**src/rtl/systolic_seq_ctrl.sv**
```systemverilog
// Operand banks and skewed wavefront sequencer for a 4x4 output-stationary systolic array.
// Latency start->done_o = 9+DRAIN_CYCLES edges; no backpressure, and loads during CLEAR/FEED/DRAIN are dropped with ld_err_o.
module systolic_seq_ctrl #(
    parameter int DATA_WIDTH   = 32,
    parameter int DRAIN_CYCLES = 4
) (
    input  logic                  clk_i,
    input  logic                  rst_i,
    input  logic                  ld_a_we_i,
    input  logic                  ld_b_we_i,
    input  logic [3:0]            ld_addr_i,
    input  logic [DATA_WIDTH-1:0] ld_data_i,
    output logic                  ld_err_o,
    input  logic                  start_i,
    output logic                  busy_o,
    output logic                  done_o,
    output logic                  arr_rst_no,
    output logic [DATA_WIDTH-1:0] left_o_0,
    output logic [DATA_WIDTH-1:0] left_o_1,
    output logic [DATA_WIDTH-1:0] left_o_2,
    output logic [DATA_WIDTH-1:0] left_o_3,
    output logic [DATA_WIDTH-1:0] up_o_0,
    output logic [DATA_WIDTH-1:0] up_o_1,
    output logic [DATA_WIDTH-1:0] up_o_2,
    output logic [DATA_WIDTH-1:0] up_o_3
);

    typedef enum logic [2:0] {S_IDLE, S_CLEAR, S_FEED, S_DRAIN, S_DONE} state_t;

    state_t                state_q, state_d;
    logic [2:0]            step_q, step_d;
    logic [3:0]            drain_q, drain_d;
    logic [DATA_WIDTH-1:0] a_q [16];
    logic [DATA_WIDTH-1:0] b_q [16];
    logic [DATA_WIDTH-1:0] left_q [4];
    logic [DATA_WIDTH-1:0] left_d [4];
    logic [DATA_WIDTH-1:0] up_q [4];
    logic [DATA_WIDTH-1:0] up_d [4];
    logic                  busy_q, busy_d;
    logic                  done_q, done_d;
    logic                  arr_rst_q, arr_rst_d;
    logic                  ld_err_q, ld_err_d;
    logic                  ld_req, ld_ok;
    logic [3:0]            off;

    assign ld_req = ld_a_we_i | ld_b_we_i;
    assign ld_ok  = (state_q == S_IDLE) || (state_q == S_DONE);

    always_ff @(posedge clk_i) begin
        if (rst_i) begin
            state_q <= S_IDLE;
            step_q  <= '0;
            drain_q <= '0;
        end else begin
            state_q <= state_d;
            step_q  <= step_d;
            drain_q <= drain_d;
        end
    end

    always_comb begin
        state_d = state_q;
        step_d  = step_q;
        drain_d = drain_q;
        case (state_q)
            S_IDLE:  if (start_i) state_d = S_CLEAR;
            S_CLEAR: begin
                state_d = S_FEED;
                step_d  = '0;
            end
            S_FEED: begin
                if (step_q == 3'd6) begin
                    state_d = S_DRAIN;
                    drain_d = '0;
                end else begin
                    step_d = step_q + 3'd1;
                end
            end
            S_DRAIN: begin
                if (drain_q == 4'(DRAIN_CYCLES - 1)) state_d = S_DONE;
                else                                 drain_d = drain_q + 4'd1;
            end
            S_DONE:  state_d = S_IDLE;
            default: state_d = S_IDLE;
        endcase
    end

    // Outputs are decoded from the next state so that every port is a flop.
    always_comb begin
        busy_d    = (state_d == S_CLEAR) || (state_d == S_FEED) || (state_d == S_DRAIN);
        done_d    = (state_d == S_DONE);
        arr_rst_d = (state_d != S_CLEAR);
        ld_err_d  = ld_req & ~ld_ok;
        off       = '0;
        for (int i = 0; i < 4; i++) begin
            left_d[i] = '0;
            up_d[i]   = '0;
            off       = {1'b0, step_d} - 4'(i);
            if (state_d == S_FEED && {1'b0, step_d} >= 4'(i) && off <= 4'd3) begin
                left_d[i] = a_q[{2'(i), off[1:0]}];
                up_d[i]   = b_q[{off[1:0], 2'(i)}];
            end
        end
    end

    always_ff @(posedge clk_i) begin
        if (rst_i) begin
            busy_q    <= 1'b0;
            done_q    <= 1'b0;
            arr_rst_q <= 1'b0;
            ld_err_q  <= 1'b0;
            for (int i = 0; i < 4; i++) begin
                left_q[i] <= '0;
                up_q[i]   <= '0;
            end
            for (int k = 0; k < 16; k++) begin
                a_q[k] <= '0;
                b_q[k] <= '0;
            end
        end else begin
            busy_q    <= busy_d;
            done_q    <= done_d;
            arr_rst_q <= arr_rst_d;
            ld_err_q  <= ld_err_d;
            for (int i = 0; i < 4; i++) begin
                left_q[i] <= left_d[i];
                up_q[i]   <= up_d[i];
            end
            if (ld_ok && ld_a_we_i) a_q[ld_addr_i] <= ld_data_i;
            if (ld_ok && ld_b_we_i) b_q[ld_addr_i] <= ld_data_i;
        end
    end

    assign busy_o     = busy_q;
    assign done_o     = done_q;
    assign arr_rst_no = arr_rst_q;
    assign ld_err_o   = ld_err_q;
    assign left_o_0   = left_q[0];
    assign left_o_1   = left_q[1];
    assign left_o_2   = left_q[2];
    assign left_o_3   = left_q[3];
    assign up_o_0     = up_q[0];
    assign up_o_1     = up_q[1];
    assign up_o_2     = up_q[2];
    assign up_o_3     = up_q[3];

endmodule

```
**config.mk**
```make
export PLATFORM = sky130hd
export DESIGN_NAME = systolic_seq_ctrl
export DESIGN_NICKNAME = d
export VERILOG_FILES = /design/src/rtl/systolic_seq_ctrl.sv
export SDC_FILE = /design/constraint.sdc
export NUM_CORES = 2
export LEC_CHECK = 0
export CORE_UTILIZATION = 60
export CTS_CLUSTER_SIZE = 10
export DETAILED_ROUTE_END_ITERATION = 7
export GPL_TIMING_DRIVEN = 0
export PLACE_DENSITY = 0.8
export SYNTH_ARGS = -nofsm -noshare
export SYNTH_HDL_FRONTEND = slang
export SYNTH_SLANG_ARGS = --single-unit
```
**constraint.sdc**
```tcl
create_clock -name clk_i -period 4.3 [get_ports clk_i]
set_input_delay 0.86 -clock clk_i [delete_from_list [all_inputs] [get_ports clk_i]]
set_output_delay 0.86 -clock clk_i [all_outputs]
set_load 0.02 [all_outputs]
```
### Word level (Yosys, flattened, before mapping)

Memories as Yosys holds them, arrays and structs flattened.
Cells that the tools add are included.

| storage, ports and cells | value |
|---|---|
| input bits | 41 |
| memories | 4 |
| RAM bits | 1280 |
| register bits after elaboration | 14 |

| cells by class | value |
|---|---|
| reductions and logical operators | 17 |
| $add $sub $neg | 5 |
| equal/unequal tests | 13 |
| bitwise gates (word level) | 11 |
| multiplexer cells | 40 |
| order comparisons | 7 |

Memory list:

| memory | words | bits a word | rd ports | clocked after Yosys merged registers in | write ports | RTL line | RTL |
|---|---|---|---|---|---|---|---|
| a_q | 16 | 32 | 4 | 0 | 16 | 33 | `logic [DATA_WIDTH-1:0] a_q [16];` |
| b_q | 16 | 32 | 4 | 0 | 16 | 34 | `logic [DATA_WIDTH-1:0] b_q [16];` |
| left_q | 4 | 32 | 4 | 0 | 4 | 35 | `logic [DATA_WIDTH-1:0] left_q [4];` |
| up_q | 4 | 32 | 4 | 0 | 4 | 37 | `logic [DATA_WIDTH-1:0] up_q [4];` |

Operators with widths:

| kind | count |
|---|---|
| 2-to-1 mux 32 bit | 18 |
| OR reduction 32 bit | 2 |
| 2-to-1 mux 4 bit | 4 |
| == test 3 x 2 -> 1 bit (second input constant) | 4 |
| <= comparator 4 x 2 -> 1 bit (second input constant) | 3 |
| 2-to-1 mux 3 bit | 4 |
| case mux 3 bit (4 select lines) | 1 |
| 2-to-1 mux 1 bit | 11 |
| == test 3 bit (second input constant) | 3 |
| logical AND 1 bit | 9 |
| bitwise OR 1 bit | 9 |
| case mux 4 bit (2 select lines) | 1 |
| subtractor 3 x 2 -> 4 bit (second input constant) | 2 |
| == test 3 x 1 -> 1 bit (second input constant) | 2 |
| >= comparator 3 x 2 -> 1 bit (second input constant) | 2 |
| case mux 3 bit (2 select lines) | 1 |
| adder 4 x 1 -> 4 bit (second input constant) | 1 |
| == test 4 x 2 -> 1 bit (second input constant) | 1 |
| inequality test 2 bit (second input constant) | 2 |
| subtractor 3 x 1 -> 4 bit (second input constant) | 1 |
| adder 3 x 1 -> 3 bit (second input constant) | 1 |
| >= comparator 3 x 1 -> 1 bit (second input constant) | 1 |
| <= comparator 3 x 2 -> 1 bit (second input constant) | 1 |
| logical NOT 3 bit | 1 |
| other kinds (6) | 8 |

### Longest topological paths before layout

| depth | value |
|---|---|
| depth after elaboration | 8 |
| gate-level depth with buffers | 15 |
| depth with buffers taken out | 11 |

### Least setup slack after synthesis

OpenSTA, ideal clock, no wires.

| timing path | value |
|---|---|
| kind | register to register |
| start point | register step_q[0] |
| end point | memory left_q[1][10] |
| setup time | 0.115 ns |
| stages on the path, launching flop included | 14 |
| period minus slack after synthesis | 3.260 ns |
| arrival | 3.145 ns |
| path slack | 1.040 ns |
| data required time | 4.185 ns |
| cell sequence | dfxtp_1 > inv_2 > ha_1 > a21boi_4 > o311ai_2 > or2_1 > buf_4 > clkbuf_1 > clkbuf_1 > ha_1 > clkbuf_1 > clkbuf_1 > mux4_2 > and2_1 |

RTL lines:

| element | RTL line | RTL |
|---|---|---|
| from (decl) | 31 | `logic [2:0] step_q, step_d;` |
| from (signal assigned) | 56 | `step_q <= step_d;` |
| to (decl) | 35 |  |

==> flow_summary.toml <==
[floorplanning]
core_um2 = 87000
ios = 301
dieHeight_um = 299
dieArea_um2 = 89300
start_util_pct = 60.7
fp-row-count = 108
fp.dieW_um = 299

[logic_synthesis]
synth_mux_area_share_pct = 7.96
synth_top_family_by_area = "simple AND/OR/NAND/NOR gates"
synth-seq-cells = 1294
yosys.area_share.simple_pct = 16.4
syn_inst = 3586
syn_avg_cell_area_um2 = 14.7
synthAdderAreaFrac_pct = 0.308
synth_xor_area_share_pct = 0.0331
synth_cell_types = 49
yosys_warnings = 0
synthArstFlopShare_pct = 0
syn-num-nets = 3640
synth-seq-area-share_pct = 68.4
synth_edf_count = 1024
synth-compound-area-share_pct = 3.91
syn-cell-area_um2 = 52900
synthFlopType = "edfxtp_1"

[run_status]
status = "finished, final reports clean"

[timing]
timing.final.ws_setup_ns = 0.0666
hold_viol = 0
fin_crit_sh_pct = 98.5
max_freq_ghz = 0.236
fin_tns_setup_ns = 0
rsz0062_at_grt = "no"
setup_violations = 0
worstMarginPinSlew_ns = 1.34
max_slew_margin_pct = 10.5
maxSlewViolCount = 0
finClkSkew_ns = 0.0236
period_needed_ns = 4.23

[hold_path]
worstHoldStart = "drain_q[1]"
min_to = "drain_q[1]"
hold_path_depth = 2
holdCritPathClass = "flop to flop"

[clock_network]
cts.htree.levels = 4
insertion_delay_ns = 0.74
cts_max_path_buffers = 3
cts_num_sinks = 1294
cts_buffers = 148
cts_tree = "yes"
ctsHoldBuffers = 0
path_clk_slew_ns = 0.06
clockRootBuffer = "clkbuf_16"

[setup_path]
r2r_end = "up_q[3][18]"
regToRegSetupSlack_ns = 0.09
critPathArrivalTime_ns = 4.59
cp-end-kind = "flop"
path_class = "input pin to flop"
r2r_cells = 15
crit_required_ns = 4.65
timing.rr.start = "step_q[0]"
max_stage_delay_ns = 0.88
startpoint_type = "input pin"
critPathSlowestCell = "nor3_1"
crit_start = "rst_i"
path_delay_family = "simple AND/OR/NAND/NOR gates"
critPathBufInv = 2
crit_path_max_fanout = 32
path_cells = "clkdlybuf4s50_1, clkbuf_1, nor4b_2, nand2_1, nor3_1, or2_2"

[routing]
via_count = 32300
viasPerCell = 6.07
ant_nets = 0
wl_per_cell_um = 27.4
drt_wl_total_um = 146000
drtPass1Iterations = 6
drc = 0
drt-initial-drc-count = 3872

[grt]
grt_overflow = 0
grt_start_max_net_pins = 33
antenna_found_initial = 20
grt_pass1_vias = 31700
grt_pass1_wl_um = 208000
grt_usage_pct = 32.6

[power_and_ir_drop]
p_per_area_nw_per_um2 = 445
p_leak_uw = 0.0232
vdd_ir_drop_max_mv = 0.417

[place]
dp_hpwl_um = 98900
place_ws_ns = -1.17
place_congestion = 0.899
portBuffers = 298

[final_layout]
area_growth_pct = 16.9
layout.nets = 4094
postLayoutCoreUtil_pct = 71.0
drive_gt1_share_pct = 10.3

[job]
cap_violations = 0
[kinds of logic (layout without fill, tap and decap cells)]
logic type | Yosys count | count (layout)
buffers and inverters | 337 | 904
multiplexers | 260 | 260
flip-flops | 1294 | 1294
other | 0 | 13
adder cells (fa/ha/maj) | 13 | 13
XOR/XNOR | 2 | 2
AND/OR/NAND/NOR | 1407 | 1407
AO/OA/AOI/OAI | 273 | 273
[timing repair]
item | CTS | global route
setup buffers | 0 | 5
setup endpoints to repair | 241 | 156
pin swaps | 1 | 2
gates cloned | 0 | 0
resized for setup | 27 | 12
[power breakdown]
group / internal (uW) / switching (uW)
registers: 13900 / 119
clock network: 6570 / 4850
logic: 724 / 1370
[worst max path at each step]
stage,slack [ns],cells after the start,end
after floorplan,1.04,13,left_q[1][10]
after global placement,-1.67,12,up_q[1][0]
after detailed placement,-1.17,13,up_q[3][0]
after CTS,0.02,13,up_q[0][0]
after global routing,0.01,6,b_q[0][20]
final,0.07,6,b_q[0][15]
[worst min-delay path, stage by stage (launching register included)]
cell,delay [ns]
dfxtp_1,0.33
mux2i_1,0.13
nor2_1,0.05
[registers in the layout, indices dropped and copies added (netlist names)]
register    cells
left_q        128
ld_err_o        1
state_q         3
a_q           512
drain_q         4
up_q          128
arr_rst_no      1
done_o          1
b_q           512
busy_o          1
step_q          3
[cell usage after synthesis (6+ instances only)]
library cell  number  area share [%]
nor2b_1          128             1.5
a211oi_1         256             3.6
buf_8             11            0.31
dfxtp_1          270              10
or2_2             32            0.38
ha_1              13            0.31
nand3_1            6           0.057
nand2_1            9           0.064
nor3_1            14            0.13
mux4_2           128             5.5
nor2_1            42            0.30
mux2i_1          131             2.5
buf_2             20            0.19
and2_1          1153              14
clkbuf_1         276             2.0
edfxtp_1        1024              58
buf_6             17            0.36
[metrics by stage]
| stage | area (um2) | hold WS (ns) | cells | power, uW |
|---|---|---|---|---|
| 2_1_floorplan | 52900 | 0.488 | 3586 | 15500 |
| 3_3_place_gp | 57300 | 0.514 | 5039 | 16200 |
| 3_5_place_dp | 57300 | 0.546 | 5041 | 16300 |
| 4_1_cts | 61700 | 0.558 | 5303 | 27500 |
| 5_1_grt | 61800 | 0.605 | 5309 | 28100 |
| 6_report | 61800 | 0.552 | 5321 | 27500 |
[final cells by class]
cell class	count	area, um2
fillers	5564	25200
clock inverters	12	128
plain buffers	329	1560
flip-flops and latches	1294	36200
diodes	13	32.5
multi-input cells	1955	15200
clock buffers	251	4160
well taps	1155	1450
repair buffers	305	3080
inverters	7	28.8
[layout by cell type, fill, tap and decap left out, drive strengths merged, types with 3 or more instances in the layout]
cell type      count
clkdlybuf4s50    298
mux4             128
nand3b             5
inv               16
o21ai              5
dfxtp            270
diode             13
nor3              15
clkbuf           524
a211oi           257
and2            1153
edfxtp          1024
nand3              6
nand2              9
buf               63
clkinv             3
mux2i            131
or2               34
nor2b            128
nor4b              3
nor2              42
ha                13
nand2b             5
[per-layer routing]
layer / part of all wire, % / vias up / track usage [%]
li1: - / 13700 / -
met1: 37 / 16000 / 43.5
met2: 46 / 2112 / 49.7
met3: 13 / 404 / 9.44
met4: 4.9 / 14 / 15.4
met5: 0.062 / - / 0
No activity file was read; power rests on OpenSTA's default activity.
